--- config.mk ---
export PLATFORM = sky130hd
export DESIGN_NAME = fetch_stage
export DESIGN_NICKNAME = d
export VERILOG_FILES = /design/src/rtl/pipeline_pkg.sv /design/src/rtl/fetch_stage.sv
export SDC_FILE = /design/constraint.sdc
export NUM_CORES = 1
export LEC_CHECK = 0
export CAP_MARGIN = 5
export CORE_ASPECT_RATIO = 0.8
export CORE_MARGIN = 8
export CORE_UTILIZATION = 42
export DETAILED_ROUTE_END_ITERATION = 16
export HOLD_SLACK_MARGIN = 0.08
export PLACE_DENSITY = 0.78
export SYNTH_ARGS = -nofsm -noshare
export SYNTH_HDL_FRONTEND = slang
export SYNTH_SLANG_ARGS = --single-unit
--- constraint.sdc ---
create_clock -name clk -period 2.2 [get_ports clk]
set_input_delay 0.33 -clock clk [delete_from_list [all_inputs] [get_ports clk]]
set_output_delay 0.33 -clock clk [all_outputs]
set_load 0.01 [all_outputs]
--- src/rtl/pipeline_pkg.sv ---
// Shared pipeline definitions: opcodes, NOP encoding, fetch FSM states and
// the IF/ID pipeline register layout. Used by fetch, decode and later stages.
package pipeline_pkg;

  localparam logic [6:0] OP_RTYPE  = 7'b0110011;
  localparam logic [6:0] OP_ITYPE  = 7'b0010011;
  localparam logic [6:0] OP_LOAD   = 7'b0000011;
  localparam logic [6:0] OP_STORE  = 7'b0100011;
  localparam logic [6:0] OP_BRANCH = 7'b1100011;
  localparam logic [6:0] OP_JAL    = 7'b1101111;
  localparam logic [6:0] OP_JALR   = 7'b1100111;
  localparam logic [6:0] OP_HALT   = 7'b1111111;

  // addi x0, x0, 0
  localparam logic [31:0] NOP_INSTR = 32'h0000_0013;

  typedef enum logic {FS_RUN, FS_HALTED} fetch_state_e;

  typedef struct packed {
    logic [31:0] pc;
    logic [31:0] instr;
    logic        valid;
  } if_id_t;

endpackage

--- src/rtl/fetch_stage.sv ---
// Instruction-fetch stage plus IF/ID pipeline register.
// Owns the PC, addresses instruction memory, and captures {pc, instr} for
// decode. Honours stall, branch/jump redirect, and freezes after HALT.
// Ports:
//   clk, reset          - clock, synchronous active-high reset
//   stall               - hold PC and IF/ID
//   redirect_valid/_pc  - EX-stage redirect to a new byte address
//   id_halt             - decode saw HALT (qualified with if_id_valid here)
//   imem_addr/_rdata    - combinational instruction memory interface
//   if_id_pc/_instr/_valid - IF/ID register contents
//   halted              - fetch frozen until reset
//   fetch_count         - valid instructions loaded into IF/ID
module fetch_stage
  import pipeline_pkg::*;
#(
  parameter int unsigned PC_W     = 9,
  parameter logic [31:0] RESET_PC = 32'h0000_0000
) (
  input  logic            clk,
  input  logic            reset,
  input  logic            stall,
  input  logic            redirect_valid,
  input  logic [31:0]     redirect_pc,
  input  logic            id_halt,
  output logic [PC_W-1:0] imem_addr,
  input  logic [31:0]     imem_rdata,
  output logic [31:0]     if_id_pc,
  output logic [31:0]     if_id_instr,
  output logic            if_id_valid,
  output logic            halted,
  output logic [31:0]     fetch_count
);

  fetch_state_e state_q;
  if_id_t       if_id_q;
  logic [31:0]  pc_q;
  logic [31:0]  pc_next;
  logic         halted_q;
  logic [31:0]  fetch_count_q;

  // Redirect targets are word aligned; the low two bits are discarded.
  always_comb begin
    pc_next = pc_q + 32'd4;
    if (redirect_valid) pc_next = redirect_pc & 32'hFFFF_FFFC;
  end

  always_ff @(posedge clk) begin
    if (reset) begin
      state_q       <= FS_RUN;
      pc_q          <= RESET_PC;
      if_id_q       <= '{pc: '0, instr: NOP_INSTR, valid: 1'b0};
      halted_q      <= 1'b0;
      fetch_count_q <= '0;
    end else begin
      case (state_q)
        FS_RUN: begin
          if (redirect_valid) begin
            // A halt seen alongside a redirect is on the wrong path.
            pc_q    <= pc_next;
            if_id_q <= '{pc: pc_q, instr: NOP_INSTR, valid: 1'b0};
          end else if (id_halt && if_id_q.valid) begin
            state_q       <= FS_HALTED;
            halted_q      <= 1'b1;
            if_id_q.instr <= NOP_INSTR;
            if_id_q.valid <= 1'b0;
          end else if (!stall) begin
            pc_q          <= pc_next;
            if_id_q       <= '{pc: pc_q, instr: imem_rdata, valid: 1'b1};
            fetch_count_q <= fetch_count_q + 32'd1;
          end
        end
        FS_HALTED: begin
          halted_q <= 1'b1;
        end
        default: state_q <= FS_RUN;
      endcase
    end
  end

  assign imem_addr   = pc_q[PC_W+1:2];
  assign if_id_pc    = if_id_q.pc;
  assign if_id_instr = if_id_q.instr;
  assign if_id_valid = if_id_q.valid;
  assign halted      = halted_q;
  assign fetch_count = fetch_count_q;

endmodule
* Yosys cells after proc, flatten, opt, wreduce, memory -nomap -nowiden
Index checks and enable logic that the tools add are counted.
** Word-level totals
- Bits in registers :: 131
- Input port bits :: 69
- Output and inout bits :: 107
- Word-level logic and storage cells :: 37
** Operators by class
- $add $sub $neg :: 2
- Eq/ne operators :: 5
- Muxes and demuxes :: 14
- Bitwise gates (word level) :: 4
- Reduce and logical (&&, ||, !) cells :: 5
** Operators by type and width (count)
- two-way mux 32 bit :: 5
- two-way mux 65 bit :: 2
- two-way mux 33 bit :: 1
- adder 32 x 1 -> 32 bit (second input constant) :: 1
- adder 32 x 3 -> 32 bit (second input constant) :: 1
- inequality test 2 bit (second input constant) :: 3
- two-way mux 1 bit :: 5
- NOT 1 bit :: 4
- AND reduction 2 bit :: 2
- AND reduction 4 bit :: 1
- inequality test 3 x 1 -> 1 bit (second input constant) :: 1
- AND reduction 3 bit :: 1
- inequality test 2 x 1 -> 1 bit (second input constant) :: 1
- one-hot mux 1 bit (2 select lines) :: 1
- logical AND 1 bit :: 1

* Depth between registers and ports, before layout
- Depth in word-level cells :: 5
- Mapped depth :: 7
- Gate-level depth less buffers :: 6

* Worst setup path before layout
OpenSTA, ideal clock, no wires.
- Path type :: register to register
- Start :: reg state_q
- End :: reg fetch_count_q[22] (netlist: fetch_count[22])
- Library setup time :: 71 ps
- Arrival time :: 1965 ps
- Data required time :: 2129 ps
- Path slack :: 165 ps
- Cell stages (with the launch flop) :: 7
- Path buffers :: 2
- Cell sequence :: dfxtp_1 -> buf_6 -> a2111o_1 -> or4_1 -> buf_2 -> or4_1 -> a21oi_1
** On the way
- Cells in the longest elaborated chain, start to end :: 2
** Ends and longest elaborated chain
- start, declared :: line fetch_stage.sv:34 : fetch_state_e state_q;
- start signal, assigned :: line fetch_stage.sv:49 : state_q <= FS_RUN;
- start signal, assigned :: line fetch_stage.sv:62 : state_q <= FS_HALTED;
- start signal, assigned :: line fetch_stage.sv:75 : default: state_q <= FS_RUN;
- NOT 1 bit (no line)
- AND reduction 4 bit (no line)
- end signal, assigned :: line fetch_stage.sv:69 : fetch_count_q <= fetch_count_q + 32'd1;
- end, declared :: line fetch_stage.sv:39 : logic [31:0] fetch_count_q;
Every way passes these cells.
A chain may end at the register's enable or synchronous reset.

* Final worst setup path
- Start :: reg pc_q[12]
- End :: reg pc_q[27]
** On the way
- Cells in the longest elaborated chain, start to end :: 5
** Ends and longest elaborated chain
- start, declared :: line fetch_stage.sv:36 : logic [31:0] pc_q;
- start signal, assigned :: line fetch_stage.sv:59 : pc_q <= pc_next;
- start signal, assigned :: line fetch_stage.sv:67 : pc_q <= pc_next;
- adder 32 x 3 -> 32 bit * :: line fetch_stage.sv:43 : pc_next = pc_q + 32'd4;
- two-way mux 32 bit * :: line fetch_stage.sv:44 : if (redirect_valid) pc_next = redirect_pc & 32'hFFFF_FFFC;
- two-way mux 32 bit :: line fetch_stage.sv:66 : end else if (!stall) begin
- two-way mux 32 bit :: line fetch_stage.sv:61 : end else if (id_halt && if_id_q.valid) begin
- two-way mux 32 bit * :: line fetch_stage.sv:57 : if (redirect_valid) begin
Mark *: on every way between the ends. The rest lies on a longest branch, timed or not. The select of a mux whose other input is x is not followed.

==> impl_metrics.yaml <==
run_status:
  result_of_the_run: "finished clean"
timing:
  whs_ns: 0.316
  fmax_mhz: 484
  worst_clock_skew_ns: 0.00799
  report.final.hold_viol_count: 0
  period_share_pct: 93.9
  min_tclk_post_route_ns: 2.06
  timing.final.max_slew_violations: 0
  setup_viol: 0
finish:
  layout_overhead_on_the_synthesized_area_pct: 47.9
  finalCoreUtilization_pct: 63.2
  nets: 969
  finalInstanceArea_um2: 8510
  fraction_of_layout_cells_with_a_size_suffix_above_1_pct: 10.6
  final_cells: 1092
worst_setup_path:
  crit_path_max_fanout: 10
  timing.critical_path.arrival_ns: 2.37
  critical_path.n_buffers_inverters: 1
  worst_path_dominant_cell_family: "simple AND/OR/NAND/NOR gates"
  criticalPathCategory: "reg2reg"
  path_cells: "nand3_1 > or4_1 > buf_4 > o31ai_1 > a21boi_0 > o21a_1"
  slowest_stage: "sky130_fd_sc_hd__or4_1"
  slowest_delay_ns: 0.61
  critPathRequiredTime_ns: 2.51
  critical_path_sink_type: "flop"
  cp_startpoint_kind: "flop"
global_route:
  wire_length_of_the_first_global_routing_pass_mm: 30.3
  pin_count_of_the_biggest_net_entering_global_routing: 68
  grt_usage_pct: 20.8
  grt_pass1_vias: 6018
  globalRouteOverflowTotal: 0
  grt_antenna_before_repair: 1
logic_synthesis:
  synth-seq-area-share_pct: 44.2
  synthDominantCellAreaShare_pct: 44.2
  area_of_the_mapped_netlist_um2: 5750
  synth.distinct_cells: 55
  yosys.area_share.simple_pct: 25.6
  synthDominantAreaCellType: "sky130_fd_sc_hd__dfxtp_1"
  combinational_family_with_the_most_area_after_synthesis: "simple AND/OR/NAND/NOR gates"
  synthesis.area_per_instance_um2: 7.97
  synth_enable_flop_cells: 0
  synth_xor_area_share_pct: 4.11
  synth.area.top_cells: "sky130_fd_sc_hd__dfxtp_1 (44%), sky130_fd_sc_hd__nand2_1 (7.1%), sky130_fd_sc_hd__nor2_1 (5.5%)"
  post_synth_inst_count: 721
  area_fraction_in_compound_gates_after_synthesis_pct: 18.6
  synth-seq-cells: 127
  top_reg_cell_synth: "sky130_fd_sc_hd__dfxtp_1"
  synth.mux.area_fraction_pct: 1.22
  ys.warnings.count: 0
  share_of_synthesized_flip_flops_with_an_asynchronous_set_or_reset_pct: 0
  synth-adder-area-share_pct: 0.435
placement:
  dpl.hpwl_mm: 12.8
  numPortBuffers: 171
  post-place-cells: 1059
  gp_routability_congestion: 0.841
  post_detailed_placement_cell_area_um2: 7840
floorplanning:
  die-area_um2: 17700
  placeableCoreArea_um2: 13500
  fp-row-count: 38
  fp.dieH_um: 121
  ios: 176
  initial_utilization_pct: 42.7
  die_width_um: 147
clock_network:
  clock-sinks: 127
  clock_path_buffers: 2
  cts.root.buffer_cell: "sky130_fd_sc_hd__clkbuf_16"
  tritoncts: "yes"
  clk-insertion-delay-late_ns: 0.41
  cts_inserted_buffers: 17
  clkTransAtPathRegs_ns: 0.06
  maximum_level_of_the_cts_h_tree: 4
  cts.repair_timing.setup_buffer_count: 0
min_path:
  hold_path.class: "in2reg"
power:
  cellLeakagePower_uw: 0.00303
  power_per_cell_area_nw_per_um2: 728
  ir_worst_vdd_v: 0.000472
route:
  drcViolationCount: 0
  route.detailed.vias_per_inst: 5.52
  detailroute.via_count: 6023
  initialDrtViolationCount: 486
  avgRoutedWirePerCell_um: 17.1
  antenna_violating_nets_post_route: 0
  finalWirelength_mm: 18.7
  drt_pre_antenna_iters: 4
run:
  max-cap-violations: 0
[path summary, 6_finish.rpt]
| kind | depth (start not counted) | startpoint | slack (ns) | end |
|---|---|---|---|---|
| max reg2reg | 6 | pc_q[12] | 0.14 | pc_q[27] |
| min reg2reg | 2 | if_id_pc[3] | 0.45 | if_id_pc[3] |
| max | 6 | pc_q[12] | 0.14 | pc_q[27] |
| min | 2 | reset | 0.32 | if_id_instr[8] |
[repair_timing]
item                                    4_1_cts  5_1_grt
endpoints found under the setup margin        0        3
gates resized for setup                       0        5
hold buffers                                  0        0
[routing by layer]
| layer | track usage, % | wire (µm) | vias to the layer above |
|---|---|---|---|
| li1 | - | - | 2910 |
| met1 | 25.7 | 8080 | 2843 |
| met2 | 32.7 | 8410 | 240 |
| met3 | 8.48 | 1890 | 28 |
| met4 | 6.23 | 285 | 2 |
| met5 | 0 | 12 | - |
[power by group]
part           total (µW)  switching [µW]  internal, µW
Combinational         707             344           363
Clock                3020            1070          1960
Sequential           2460            72.3          2390
Total                6190            1480          4710
[Yosys cell counts, types with 5 or more instances]
cell type,number
sky130_fd_sc_hd__nand3_1,24
sky130_fd_sc_hd__nand4_1,17
sky130_fd_sc_hd__xor2_1,5
sky130_fd_sc_hd__or4_1,6
sky130_fd_sc_hd__mux2i_1,7
sky130_fd_sc_hd__o31ai_1,10
sky130_fd_sc_hd__buf_1,7
sky130_fd_sc_hd__inv_1,8
sky130_fd_sc_hd__xnor2_1,22
sky130_fd_sc_hd__and4_1,6
sky130_fd_sc_hd__nor3_1,22
sky130_fd_sc_hd__clkbuf_1,45
sky130_fd_sc_hd__dfxtp_1,127
sky130_fd_sc_hd__a211oi_1,5
sky130_fd_sc_hd__nand2_1,108
sky130_fd_sc_hd__o21ai_0,22
sky130_fd_sc_hd__a22oi_1,35
sky130_fd_sc_hd__nor2_1,85
sky130_fd_sc_hd__nor4_1,12
sky130_fd_sc_hd__and3_1,11
sky130_fd_sc_hd__and2_1,9
sky130_fd_sc_hd__a31oi_1,9
sky130_fd_sc_hd__a21oi_1,56
sky130_fd_sc_hd__buf_4,11
[stage by stage]
step	setup TNS, ns	setup slack (ns)	power, µW
floorplan	0	0.165	2830
global placement	-2.62	-0.298	3200
detailed placement	-3.70	-0.332	3210
CTS	0	0.0362	6220
global route	-0.0163	-0.0163	6420
finish	0	0.135	6190
[logic make-up (layout without fill, tap and decap cells)]
group | Yosys count | in the layout
fa+ha+maj | 2 | 2
mux | 7 | 7
buf+inv | 74 | 263
xor+xnor | 27 | 27
simple gates | 316 | 316
compound gates | 167 | 167
other cells | 1 | 3
flops | 127 | 127
[registers in the layout, summed over array words and instances, names as in the netlist]
register,flops
fetch_count,32
pc_q,30
halted,1
if_id_instr,32
state_q,1
if_id_valid,1
if_id_pc,30
[layout make-up]
class                      instances  area, µm²
inverter                           9       33.8
timing repair buffer             222       2140
clock buffer                      19        453
fill                            1162       4950
tap                              180        225
antenna                            1       2.50
multi-input combinational        521       2920
clock inverter                    13        186
sequential                       127       2540
[worst register-to-register path: stages, from the launching register on]
cell and delay (ns):
sky130_fd_sc_hd__dfxtp_1 0.44, sky130_fd_sc_hd__nand3_1 0.16, sky130_fd_sc_hd__or4_1 0.61, sky130_fd_sc_hd__buf_4 0.23
sky130_fd_sc_hd__o31ai_1 0.22, sky130_fd_sc_hd__a21boi_0 0.11, sky130_fd_sc_hd__o21a_1 0.19
[layout by cell type (no fill, tap or decap), drive strengths merged, types with 3 or more instances in the layout]
cell type      netlist  layout
a211oi               5       5
and3                11      11
mux2i                7       7
nand3               24      24
inv                  8       9
clkdlybuf4s50        0     169
nand4               17      17
or4                  6       6
nand2              108     108
dfxtp              127     127
nor3                22      22
a22oi               35      35
a31oi                9       9
clkinv               1       5
o41ai                4       4
clkbuf              45      19
nor2                85      85
xor2                 5       5
clkinvlp             0       4
o31ai               10      10
and4                 6       6
a32o                 4       4
bufinv               0       4
a21oi               56      56
buf                 20      53
or2                  3       3
and2                 9       9
or3                  4       4
o22ai                4       4
o21ai               24      24
xnor2               22      22
nor4                13      13
Power figures use the tool's default switching activity.
